===== src/rtl/ysyx_25060173_alu_seq_pkg.sv =====
// Shared op-code map and FSM encodings for the sequential execute ALU.
// Ops 10-14 are live only when YSYX_25060173_ALU_MDU_EN is defined.
package ysyx_25060173_alu_seq_pkg;

  localparam int ALU_OPW = 4;

  localparam logic [ALU_OPW-1:0] ALU_OP_ADD  = 4'd0;
  localparam logic [ALU_OPW-1:0] ALU_OP_SUB  = 4'd1;
  localparam logic [ALU_OPW-1:0] ALU_OP_SLL  = 4'd2;
  localparam logic [ALU_OPW-1:0] ALU_OP_SLT  = 4'd3;
  localparam logic [ALU_OPW-1:0] ALU_OP_SLTU = 4'd4;
  localparam logic [ALU_OPW-1:0] ALU_OP_XOR  = 4'd5;
  localparam logic [ALU_OPW-1:0] ALU_OP_SRL  = 4'd6;
  localparam logic [ALU_OPW-1:0] ALU_OP_SRA  = 4'd7;
  localparam logic [ALU_OPW-1:0] ALU_OP_OR   = 4'd8;
  localparam logic [ALU_OPW-1:0] ALU_OP_AND  = 4'd9;
  localparam logic [ALU_OPW-1:0] ALU_OP_MUL  = 4'd10;
  localparam logic [ALU_OPW-1:0] ALU_OP_DIV  = 4'd11;
  localparam logic [ALU_OPW-1:0] ALU_OP_DIVU = 4'd12;
  localparam logic [ALU_OPW-1:0] ALU_OP_REM  = 4'd13;
  localparam logic [ALU_OPW-1:0] ALU_OP_REMU = 4'd14;

  typedef enum logic [1:0] {
    ST_IDLE = 2'd0,
    ST_BUSY = 2'd1,
    ST_DONE = 2'd2
  } alu_state_e;

  typedef enum logic [1:0] {
    MDU_MUL = 2'd0,
    MDU_DIV = 2'd1,
    MDU_REM = 2'd2
  } mdu_kind_e;

endpackage


===== src/rtl/ysyx_25060173_mdu_iter.sv =====
// Iterative multiply/divide: one shift-add or restoring-subtract step per cycle.
// Only instantiated when YSYX_25060173_ALU_MDU_EN is defined.
module ysyx_25060173_mdu_iter
  import ysyx_25060173_alu_seq_pkg::*;
#(
  parameter int XLEN = 32,
  parameter int OPW  = ALU_OPW
) (
  input  logic            clk,
  input  logic            rst_n,
  input  logic            flush,
  input  logic            start,
  input  logic [OPW-1:0]  op,
  input  logic [XLEN-1:0] src1,
  input  logic [XLEN-1:0] src2,
  output logic            done,
  output logic [XLEN-1:0] result
);

  localparam int CW = $clog2(XLEN) + 1;

  mdu_kind_e       kind_q, kind_d;
  logic            neg_q, neg_d;
  logic [XLEN-1:0] acc_q, sh_q, opd_q;
  logic [XLEN-1:0] acc_n, sh_n, opd_n;
  logic [CW-1:0]   cnt_q;
  logic [XLEN:0]   r_sh, diff;
  logic            sgn, a_neg, b_neg;
  logic [XLEN-1:0] a_mag, b_mag, raw;

  assign sgn   = (op == ALU_OP_DIV) | (op == ALU_OP_REM);
  assign a_neg = sgn & src1[XLEN-1];
  assign b_neg = sgn & src2[XLEN-1];
  assign a_mag = a_neg ? -src1 : src1;
  assign b_mag = b_neg ? -src2 : src2;

  // Quotient takes the xor of signs; remainder follows the dividend.
  always_comb begin
    kind_d = MDU_MUL;
    neg_d  = 1'b0;
    case (op)
      ALU_OP_DIV, ALU_OP_DIVU: begin
        kind_d = MDU_DIV;
        neg_d  = a_neg ^ b_neg;
      end
      ALU_OP_REM, ALU_OP_REMU: begin
        kind_d = MDU_REM;
        neg_d  = a_neg;
      end
      default: ;
    endcase
  end

  // acc: product / partial remainder; sh: multiplier / dividend->quotient; opd: multiplicand / divisor
  always_comb begin
    r_sh  = {acc_q, sh_q[XLEN-1]};
    diff  = r_sh - {1'b0, opd_q};
    acc_n = acc_q;
    sh_n  = sh_q;
    opd_n = opd_q;
    if (kind_q == MDU_MUL) begin
      acc_n = acc_q + (sh_q[0] ? opd_q : '0);
      sh_n  = sh_q >> 1;
      opd_n = opd_q << 1;
    end else begin
      acc_n = diff[XLEN] ? r_sh[XLEN-1:0] : diff[XLEN-1:0];
      sh_n  = {sh_q[XLEN-2:0], ~diff[XLEN]};
    end
  end

  // Last step result is taken straight from the next-state values.
  assign raw    = (kind_q == MDU_DIV) ? sh_n : acc_n;
  assign result = neg_q ? -raw : raw;
  assign done   = (cnt_q == CW'(1));

  always_ff @(posedge clk or negedge rst_n) begin
    if (!rst_n) begin
      kind_q <= MDU_MUL;
      neg_q  <= 1'b0;
      acc_q  <= '0;
      sh_q   <= '0;
      opd_q  <= '0;
      cnt_q  <= '0;
    end else if (flush) begin
      cnt_q <= '0;
    end else if (start) begin
      kind_q <= kind_d;
      neg_q  <= neg_d;
      acc_q  <= '0;
      sh_q   <= (kind_d == MDU_MUL) ? src2 : a_mag;
      opd_q  <= (kind_d == MDU_MUL) ? src1 : b_mag;
      cnt_q  <= CW'(XLEN);
    end else if (cnt_q != '0) begin
      acc_q <= acc_n;
      sh_q  <= sh_n;
      opd_q <= opd_n;
      cnt_q <= cnt_q - CW'(1);
    end
  end

endmodule


===== src/rtl/ysyx_25060173_alu_seq.sv =====
// Sequential execute ALU: registered simple ops, optional iterative MUL/DIV/REM.
// Define YSYX_25060173_ALU_MDU_EN to build the multiply/divide unit.
module ysyx_25060173_alu_seq
  import ysyx_25060173_alu_seq_pkg::*;
#(
  parameter int XLEN = 32,
  parameter int OPW  = ALU_OPW
) (
  input  logic            clk,
  input  logic            rst_n,
  input  logic            flush,
  input  logic            in_valid,
  output logic            in_ready,
  input  logic [OPW-1:0]  in_op,
  input  logic [XLEN-1:0] in_src1,
  input  logic [XLEN-1:0] in_src2,
  output logic            out_valid,
  input  logic            out_ready,
  output logic [XLEN-1:0] out_result,
  output logic            out_illegal
);

  localparam int SHW = $clog2(XLEN);

  alu_state_e      state_q, state_d;
  logic [XLEN-1:0] result_q, fast_res, mdu_res;
  logic            illegal_q, fast_ill;
  logic            accept, mdu_start, mdu_done;
  logic [SHW-1:0]  shamt;

  assign in_ready    = (state_q == ST_IDLE);
  assign accept      = in_valid & in_ready & ~flush;
  assign out_valid   = (state_q == ST_DONE);
  assign out_result  = result_q;
  assign out_illegal = illegal_q;
  assign shamt       = in_src2[SHW-1:0];

`ifdef YSYX_25060173_ALU_MDU_EN
  localparam logic [XLEN-1:0] MIN_NEG = {1'b1, {(XLEN-1){1'b0}}};
  logic div0, ovf;
  assign div0 = (in_src2 == '0);
  assign ovf  = (in_src1 == MIN_NEG) & (in_src2 == '1);
`endif

  // Anything not routed to the MDU finishes here in one cycle.
  always_comb begin
    fast_res  = '0;
    fast_ill  = 1'b0;
    mdu_start = 1'b0;
    case (in_op)
      ALU_OP_ADD:  fast_res = in_src1 + in_src2;
      ALU_OP_SUB:  fast_res = in_src1 - in_src2;
      ALU_OP_SLL:  fast_res = in_src1 << shamt;
      ALU_OP_SLT:  fast_res = {{(XLEN-1){1'b0}}, $signed(in_src1) < $signed(in_src2)};
      ALU_OP_SLTU: fast_res = {{(XLEN-1){1'b0}}, in_src1 < in_src2};
      ALU_OP_XOR:  fast_res = in_src1 ^ in_src2;
      ALU_OP_SRL:  fast_res = in_src1 >> shamt;
      ALU_OP_SRA:  fast_res = $unsigned($signed(in_src1) >>> shamt);
      ALU_OP_OR:   fast_res = in_src1 | in_src2;
      ALU_OP_AND:  fast_res = in_src1 & in_src2;
`ifdef YSYX_25060173_ALU_MDU_EN
      ALU_OP_MUL:  mdu_start = accept;
      ALU_OP_DIV: begin
        if (div0)     fast_res = '1;
        else if (ovf) fast_res = in_src1;
        else          mdu_start = accept;
      end
      ALU_OP_DIVU: begin
        if (div0) fast_res = '1;
        else      mdu_start = accept;
      end
      ALU_OP_REM: begin
        if (div0)     fast_res = in_src1;
        else if (ovf) fast_res = '0;
        else          mdu_start = accept;
      end
      ALU_OP_REMU: begin
        if (div0) fast_res = in_src1;
        else      mdu_start = accept;
      end
`endif
      default:     fast_ill = 1'b1;
    endcase
  end

`ifdef YSYX_25060173_ALU_MDU_EN
  ysyx_25060173_mdu_iter #(
    .XLEN (XLEN),
    .OPW  (OPW)
  ) u_mdu (
    .clk    (clk),
    .rst_n  (rst_n),
    .flush  (flush),
    .start  (mdu_start),
    .op     (in_op),
    .src1   (in_src1),
    .src2   (in_src2),
    .done   (mdu_done),
    .result (mdu_res)
  );
`else
  assign mdu_done = 1'b0;
  assign mdu_res  = '0;
`endif

  always_ff @(posedge clk or negedge rst_n) begin
    if (!rst_n) state_q <= ST_IDLE;
    else        state_q <= state_d;
  end

  // flush outranks both accept and the output handshake
  always_comb begin
    state_d = state_q;
    if (flush) begin
      state_d = ST_IDLE;
    end else begin
      case (state_q)
        ST_IDLE: if (accept)    state_d = mdu_start ? ST_BUSY : ST_DONE;
        ST_BUSY: if (mdu_done)  state_d = ST_DONE;
        ST_DONE: if (out_ready) state_d = ST_IDLE;
        default:                state_d = ST_IDLE;
      endcase
    end
  end

  always_ff @(posedge clk or negedge rst_n) begin
    if (!rst_n) begin
      result_q  <= '0;
      illegal_q <= 1'b0;
    end else if (!flush) begin
      if (accept && !mdu_start) begin
        result_q  <= fast_res;
        illegal_q <= fast_ill;
      end else if (state_q == ST_BUSY && mdu_done) begin
        result_q  <= mdu_res;
        illegal_q <= 1'b0;
      end
    end
  end

endmodule


===== config.mk =====
export PLATFORM = sky130hd
export DESIGN_NAME = ysyx_25060173_alu_seq
export DESIGN_NICKNAME = d
export VERILOG_FILES = /design/src/rtl/ysyx_25060173_alu_seq_pkg.sv /design/src/rtl/ysyx_25060173_mdu_iter.sv /design/src/rtl/ysyx_25060173_alu_seq.sv
export SDC_FILE = /design/constraint.sdc
export NUM_CORES = 1
export LEC_CHECK = 0
export BUFFER_PORTS_ARGS = -buffer_cell sky130_fd_sc_hd__clkbuf_2
export CORE_ASPECT_RATIO = 1.2
export CORE_MARGIN = 4
export CORE_UTILIZATION = 45
export CTS_BUF_LIST = sky130_fd_sc_hd__clkbuf_2
export CTS_CLUSTER_SIZE = 24
export DETAILED_ROUTE_END_ITERATION = 12
export HOLD_SLACK_MARGIN = 0.15
export SETUP_SLACK_MARGIN = 0.1
export SLEW_MARGIN = 30
export SYNTH_ARGS = -nofsm -noshare
export SYNTH_HDL_FRONTEND = slang
export SYNTH_SLANG_ARGS = --single-unit

===== constraint.sdc =====
create_clock -name clk -period 2.75 [get_ports clk]
set_input_delay 0.1375 -clock clk [delete_from_list [all_inputs] [get_ports clk]]
set_output_delay 0.1375 -clock clk [all_outputs]
set_load 0.01 [all_outputs]

==> results of run 1 <==
-- placed cells by master, fill, tap and decap left out, types with 21 or more instances in the layout --
cell type    n
inv_1       94
a21oi_1    127
clkbuf_2   110
mux4_2      43
buf_4      325
ha_1        95
nand3_1     21
nor3_1      29
mux2_2      21
a211oi_1    22
dfrtp_1     34
nand2_1    109
o21ai_0     87
mux2i_1     42
nor2_1     139
-- through the flow --
stage | power (W) | std cells
global placement | 0.003209 | 1928
finish | 0.003793 | 1944
global route | 0.003972 | 1943
floorplan | 0.002007 | 1330
detailed placement | 0.003225 | 1928
CTS | 0.003711 | 1940
-- timing repair --
| item | in CTS | in global routing |
|---|---|---|
| setup endpoints to repair | 0 | 5 |
| hold buffers | 4 | 0 |
| setup buffers | 0 | 2 |
| gates resized for setup | 0 | 1 |
| endpoints found under the hold margin | 36 | 0 |
-- final cells by class --
type | instances | area (um^2) | share of cell area
Antenna cell | 2 | 5.005 | 0.0003855
Clock buffer | 5 | 25.02 | 0.001927
Clock inverter | 3 | 68.82 | 0.005300
Inverter | 96 | 375.4 | 0.02891
Multi-Input combinational cell | 1094 | 8195 | 0.6312
Sequential cell | 34 | 850.8 | 0.06553
Tap cell | 270 | 337.8 | 0.02602
Timing Repair Buffer | 440 | 3126 | 0.2407
-- routing by layer --
| metal | track usage | part of all wire | vias up |
|---|---|---|---|
| met4 | 0.2125 | 0.066 | 0 |
| li1 | - | - | 5688 |
| met1 | 0.5177 | 0.39 | 5939 |
| met5 | 0 | 0 | - |
| met2 | 0.6239 | 0.45 | 804 |
| met3 | 0.05693 | 0.096 | 177 |
-- power by group through the flow --
stage | Sequential (W) | Clock [W] | Combinational, W
finish | 0.000633 | 0.000488 | 0.00267
global route | 0.000635 | 0.000500 | 0.00284
CTS | 0.000630 | 0.000479 | 0.00260
detailed placement | 0.000638 | 0 | 0.00259
global placement | 0.000639 | 0 | 0.00257
floorplan | 0.000646 | 0 | 0.00136
-- cells by family (layout without fill, tap and decap cells) --
kind of cell               count (synthesis)  in the layout  share of synthesized area
and+or+nand+nor                          377            377                     0.1760
DFF                                       34             34                    0.08678
muxes                                    107            107                     0.1669
adders and majority gates                 99             99                     0.1279
buffers and inverters                    202            544                    0.08703
other                                      0              2                          0
xor gates and xnor gates                  17             17                    0.01519
AOI/OAI and AO/OA                        494            494                     0.3402
-- worst max-delay path: stages --
cell and delay (ns):
dlygate4sd3_1 0.55, clkbuf_2 0.25, nor2_1 0.23, nand3b_1 0.29, o221a_2 0.35, and3_1 0.17, a31oi_1 0.34, a311oi_2 0.08
or3_1 0.33, o21ai_1 0.10, a22o_1 0.14
-- sequential cells by signal, indices dropped and copies added, names as in the netlist --
register     flops
out_illegal      1
out_result      32
state_q          1
-- worst paths after layout --
path / to / depth (start not counted) / slack (ns) / startpoint
min reg2reg: out_result[19] / 2 / 0.51 / out_result[19]
max reg2reg: out_result[28] / 9 / 0.31 / state_q[1]
max in group asynchronous: out_result[20] / 2 / 2.19 / rst_n
min in group clk: out_result[0] / 5 / 0.16 / in_src2[31]
max: out_result[22] / 11 / 0.22 / in_op[1]
min: out_illegal / 2 / 0.15 / rst_n
==> reports/metrics.cfg, run 1 <==
[logic_synthesis]
avgSynthCellArea_um2=7.372
yosys_warnings=0
synth_cell_types=84
netlist_area_um2=9804
yosys-top-cells-count=nor2_1, a21oi_1, nand2_1
seq_area_frac_synth=0.08678
synth_fp_nets=1502
synth_seq_cells=34
netlist_instances=1330
yosys.cell_count.top_type=nor2_1
synth_edf_count=0
synth-main-ff-cell=dfrtp_1
synth.area.top_cells=ha_1, mux4_2, dfrtp_1
synth_top_area_share=0.1238
synth_largest_area_cell=ha_1
synth-async-reset-ratio=1.000

[timing]
report.final.slew_viol_count=0
rsz0062_at_grt=no
tightest_slew_ns=0.7214
report.final.hold_viol_count=0
max_freq_ghz=0.3945
relSlewSlack=0.5150
timing.hold.ws_ns=0.1527
finalClockSkew_ns=0.01757
setup-tns-final_ns=0
fin_ws_ns=0.2154
fin_crit_ns=2.535
setup_viol_count_final=0
fin_crit_sh=0.9217

[power]
combPwrFrac=0.705
ir_worst_vdd_v=0.0002048
pwr-share-clk=0.129
p_int_w=0.001988
power_density_nw_per_um2=292.1
p_sw_frac=0.4757
leakagePower_nw=6.143
seq_power_share=0.167
switchingPower_w=0.001804

[final_layout]
final.fill_count=2059
layout-drive-gt1-share=0.3301
finalInstanceArea_um2=12980
syn2layout_area_growth_pct=32.43
nets=1843
fin_util=0.6127

[die]
core_um2=21190
dieHeight_um=169.7
fp.dieW_um=142.7
rows=58
num_io_pins=108
initial_core_util=0.4627
design.die.area_um2=24220

[clock_tree]
clockBufferDepth=2
cts_tree=done
htreeDepth=2
clkTransAtPathRegs_ns=0.26
root_buffer=clkbuf_2
cts_made_buffers=5
clock_latency_ns=0.50
cts_sinks=34

[global_routing]
grt_max_degree=51
antenna_found_initial=1
overflow=0
grt_pass1_wl_um=72830
grt_usage=0.3944
grt_pass1_vias=12140

[placement]
dp_hpwl_um=40210
place.gp.congestion=1.073
placed_area_um2=12820
pre_cts_ws_ns=-0.1980
io_buffers=107

[drt]
totalWireLength_um=49080
antenna_left=0
dr.pass1.iters=6
drt_iter0_drc=1610
wl_per_cell_um=25.25
drc_errors=0
viasPerCell=6.486
vias=12610

[worst_hold_path]
hold_path.class=in -> async

[outcome]
status=completed

[job]
cap_violations=0

[critical_path]
cp.arrival_ns=2.96
crit_required_ns=3.18
crit_type=in -> reg
endpoint_kind=flip-flop
crit_path_max_fanout=13
crit_path_start_kind=primary input

(Power assumes the default switching activity.)
==> inputs of run 2 (changes only) <==
- RECOVER_POWER: default -> 50
==> run 2 against run 1 <==
The run now ends with capacitance limit, slew limit left; sequential power barely moved; register-to-register slack barely moved; hold slack improved by 0.029 ns; maximum frequency fell by 0.81%; global-route usage did not move; critical endpoint unchanged; largest cell class unchanged.
==> reports/metrics.cfg, run 2 (synthesized netlist as in run 1, its figures left out) <==
[die]
design.die.area_um2=24220  ; unchanged
fp.dieW_um=142.7  ; unchanged
initial_core_util=0.4627  ; unchanged
dieHeight_um=169.7  ; unchanged
num_io_pins=108  ; unchanged
rows=58  ; unchanged
core_um2=21190  ; unchanged

[power]
seq_power_share=0.167  ; about the same
leakagePower_nw=6.084  ; -0.96%
power_density_nw_per_um2=291.6  ; -0.16%
ir_worst_vdd_v=0.0002044  ; -0.22%
p_int_w=0.001978  ; -0.53%
pwr-share-clk=0.129  ; about the same
p_sw_frac=0.4767  ; +0.001003
switchingPower_w=0.001802  ; -0.13%
combPwrFrac=0.704  ; about the same

[outcome]
violations=capacitance limit, slew limit
status=complete, but fails checks

[drt]
vias=12610  ; +0.0079%
dr.pass1.iters=8  ; +2
antenna_left=0  ; unchanged
totalWireLength_um=49220  ; +0.28%
wl_per_cell_um=25.30  ; +0.22%
viasPerCell=6.483  ; about the same
drt_iter0_drc=1594  ; -0.99%
drc_errors=0  ; unchanged

[critical_path]
ff2ff_path_depth=9  ; unchanged
crit_path_start_kind=primary input
critPathTopFamily=simple AND/OR/NAND/NOR gates
path_cells=dlygate4sd3_1, clkbuf_2, nor2_1, nand3b_1, o221a_2, and3_1, a31oi_1, a311oi_2, or3_1, o21ai_1, a22o_1
path_depth=11  ; unchanged
endpoint_kind=flip-flop
max_stage_delay_ns=0.55  ; about the same
cp_num_buf_inv=2  ; unchanged
crit_type=in -> reg
cp.arrival_ns=2.99  ; +0.03 ns
crit_path_max_fanout=13  ; unchanged
crit_required_ns=3.18  ; about the same
cpMaxStageDelayCell=dlygate4sd3_1

[timing]
setup-tns-final_ns=0  ; unchanged
finalClockSkew_ns=0.02308  ; +0.005511 ns
timing.hold.ws_ns=0.1822  ; +0.02949 ns
setup_viol_count_final=0  ; unchanged
relSlewSlack=-0.4826  ; -0.9976
tightest_slew_ns=2.224  ; +1.503 ns
max_freq_ghz=0.3914  ; -0.81%
fin_crit_sh=0.9292  ; +0.007502
report.final.slew_viol_count=35  ; +35
rsz0062_at_grt=no
report.final.hold_viol_count=0  ; unchanged
fin_crit_ns=2.555  ; +0.02063 ns

[global_routing]
grt_max_degree=51  ; unchanged
grt_pass1_vias=12140  ; unchanged
antenna_found_initial=1  ; unchanged
grt_pass1_wl_um=72830  ; unchanged
grt_usage=0.3944  ; unchanged
overflow=0  ; unchanged

[clock_tree]
cts_made_buffers=5  ; unchanged
clockBufferDepth=2  ; unchanged
clock_latency_ns=0.47  ; -0.03 ns
clkTransAtPathRegs_ns=0.26  ; about the same
cts_sinks=34  ; unchanged
htreeDepth=2  ; unchanged
root_buffer=clkbuf_2
cts_tree=done

[final_layout]
largest_reg_flops=32  ; unchanged
syn2layout_area_growth_pct=32.20
final_common_cell=buf_4
nets=1843  ; unchanged
final_cell_mix=buf_4, nor2_1, a21oi_1, nand2_1, ha_1
layout-drive-gt1-share=0.3194  ; -0.01077

[worst_hold_path]
hold_path.class=in -> reg
hold_depth=5

[placement]
place.gp.congestion=1.073  ; unchanged
io_buffers=107  ; unchanged
dp_hpwl_um=40210  ; unchanged

[job]
cap_violations=1  ; +1

[run 2: changes by cell type in the layout (fill, tap and decap cells not counted), sizes merged]
cell    before  now
buf        331  330
diode        2    3
clkbuf     110  111
[run 2: final cells by class]
cell class              instances  area (um^2)
fillers                      2067         8229
multi-input cells            1094         8195
repair buffers                440         3100
flip-flops and latches         34        850.8
inverters                      96        375.4
well taps                     270        337.8
clock inverters                 3        68.82
clock buffers                   5        25.02
diodes                          3        7.507
[run 2: power by group through the flow]
| stage | combinational (W) | clock (W) | sequential (W) |
|---|---|---|---|
| 3_3_place_gp | 0.00257 | 0 | 0.000639 |
| 6_report | 0.00266 | 0.000488 | 0.000632 |
| 3_5_place_dp | 0.00259 | 0 | 0.000638 |
| 4_1_cts | 0.00260 | 0.000479 | 0.000630 |
| 2_1_floorplan | 0.00136 | 0 | 0.000646 |
| 5_1_grt | 0.00283 | 0.000500 | 0.000635 |
[run 2: timing repair]
item | in CTS | in global routing
gates resized for setup | 0 | 1
hold buffers | 4 | 0
setup buffers | 0 | 2
endpoints found under the hold margin | 36 | 0
setup endpoints to repair | 0 | 5
[run 2: metal layers]
metal / vias to the layer above / part of all wire / track usage
met5: - / 0 / 0
met4: 0 / 0.068 / 0.2125
met3: 177 / 0.093 / 0.05693
met2: 789 / 0.45 / 0.6239
met1: 5951 / 0.39 / 0.5177
li1: 5692 / - / -
[run 2: metrics by stage]
stage,power [W],worst slack (ns),area (um^2),utilization,instances
2_1_floorplan,0.002007,0.04602,9931,-,1330
3_3_place_gp,0.003209,-0.1435,12820,0.6048,1928
3_5_place_dp,0.003225,-0.1980,12820,0.6048,1928
4_1_cts,0.003711,0.2254,12950,0.6111,1940
5_1_grt,0.003962,0.1232,12960,0.6114,1943
6_report,0.003780,0.1948,12960,0.6117,1945
[run 2: tightest hold or removal path: cells and delay by family]
kind                       cells  cell delay (ns)
and+or+nand+nor                1             0.09
adders and majority gates      1             0.21
AOI/OAI and AO/OA              1             0.08
buffers and inverters          2             0.14
[run 2: worst paths after layout]
path / slack [ns] / endpoint / startpoint
setup / recovery: 0.19 / out_result[22] / in_op[1]
max in group asynchronous: 0.60 / out_result[6] / rst_n
min in group asynchronous: 0.86 / out_result[2] / rst_n
hold reg to reg: 0.52 / out_result[19] / out_result[19]
hold / removal: 0.18 / out_result[0] / in_src2[31]
setup reg to reg: 0.30 / out_result[28] / state_q[1]
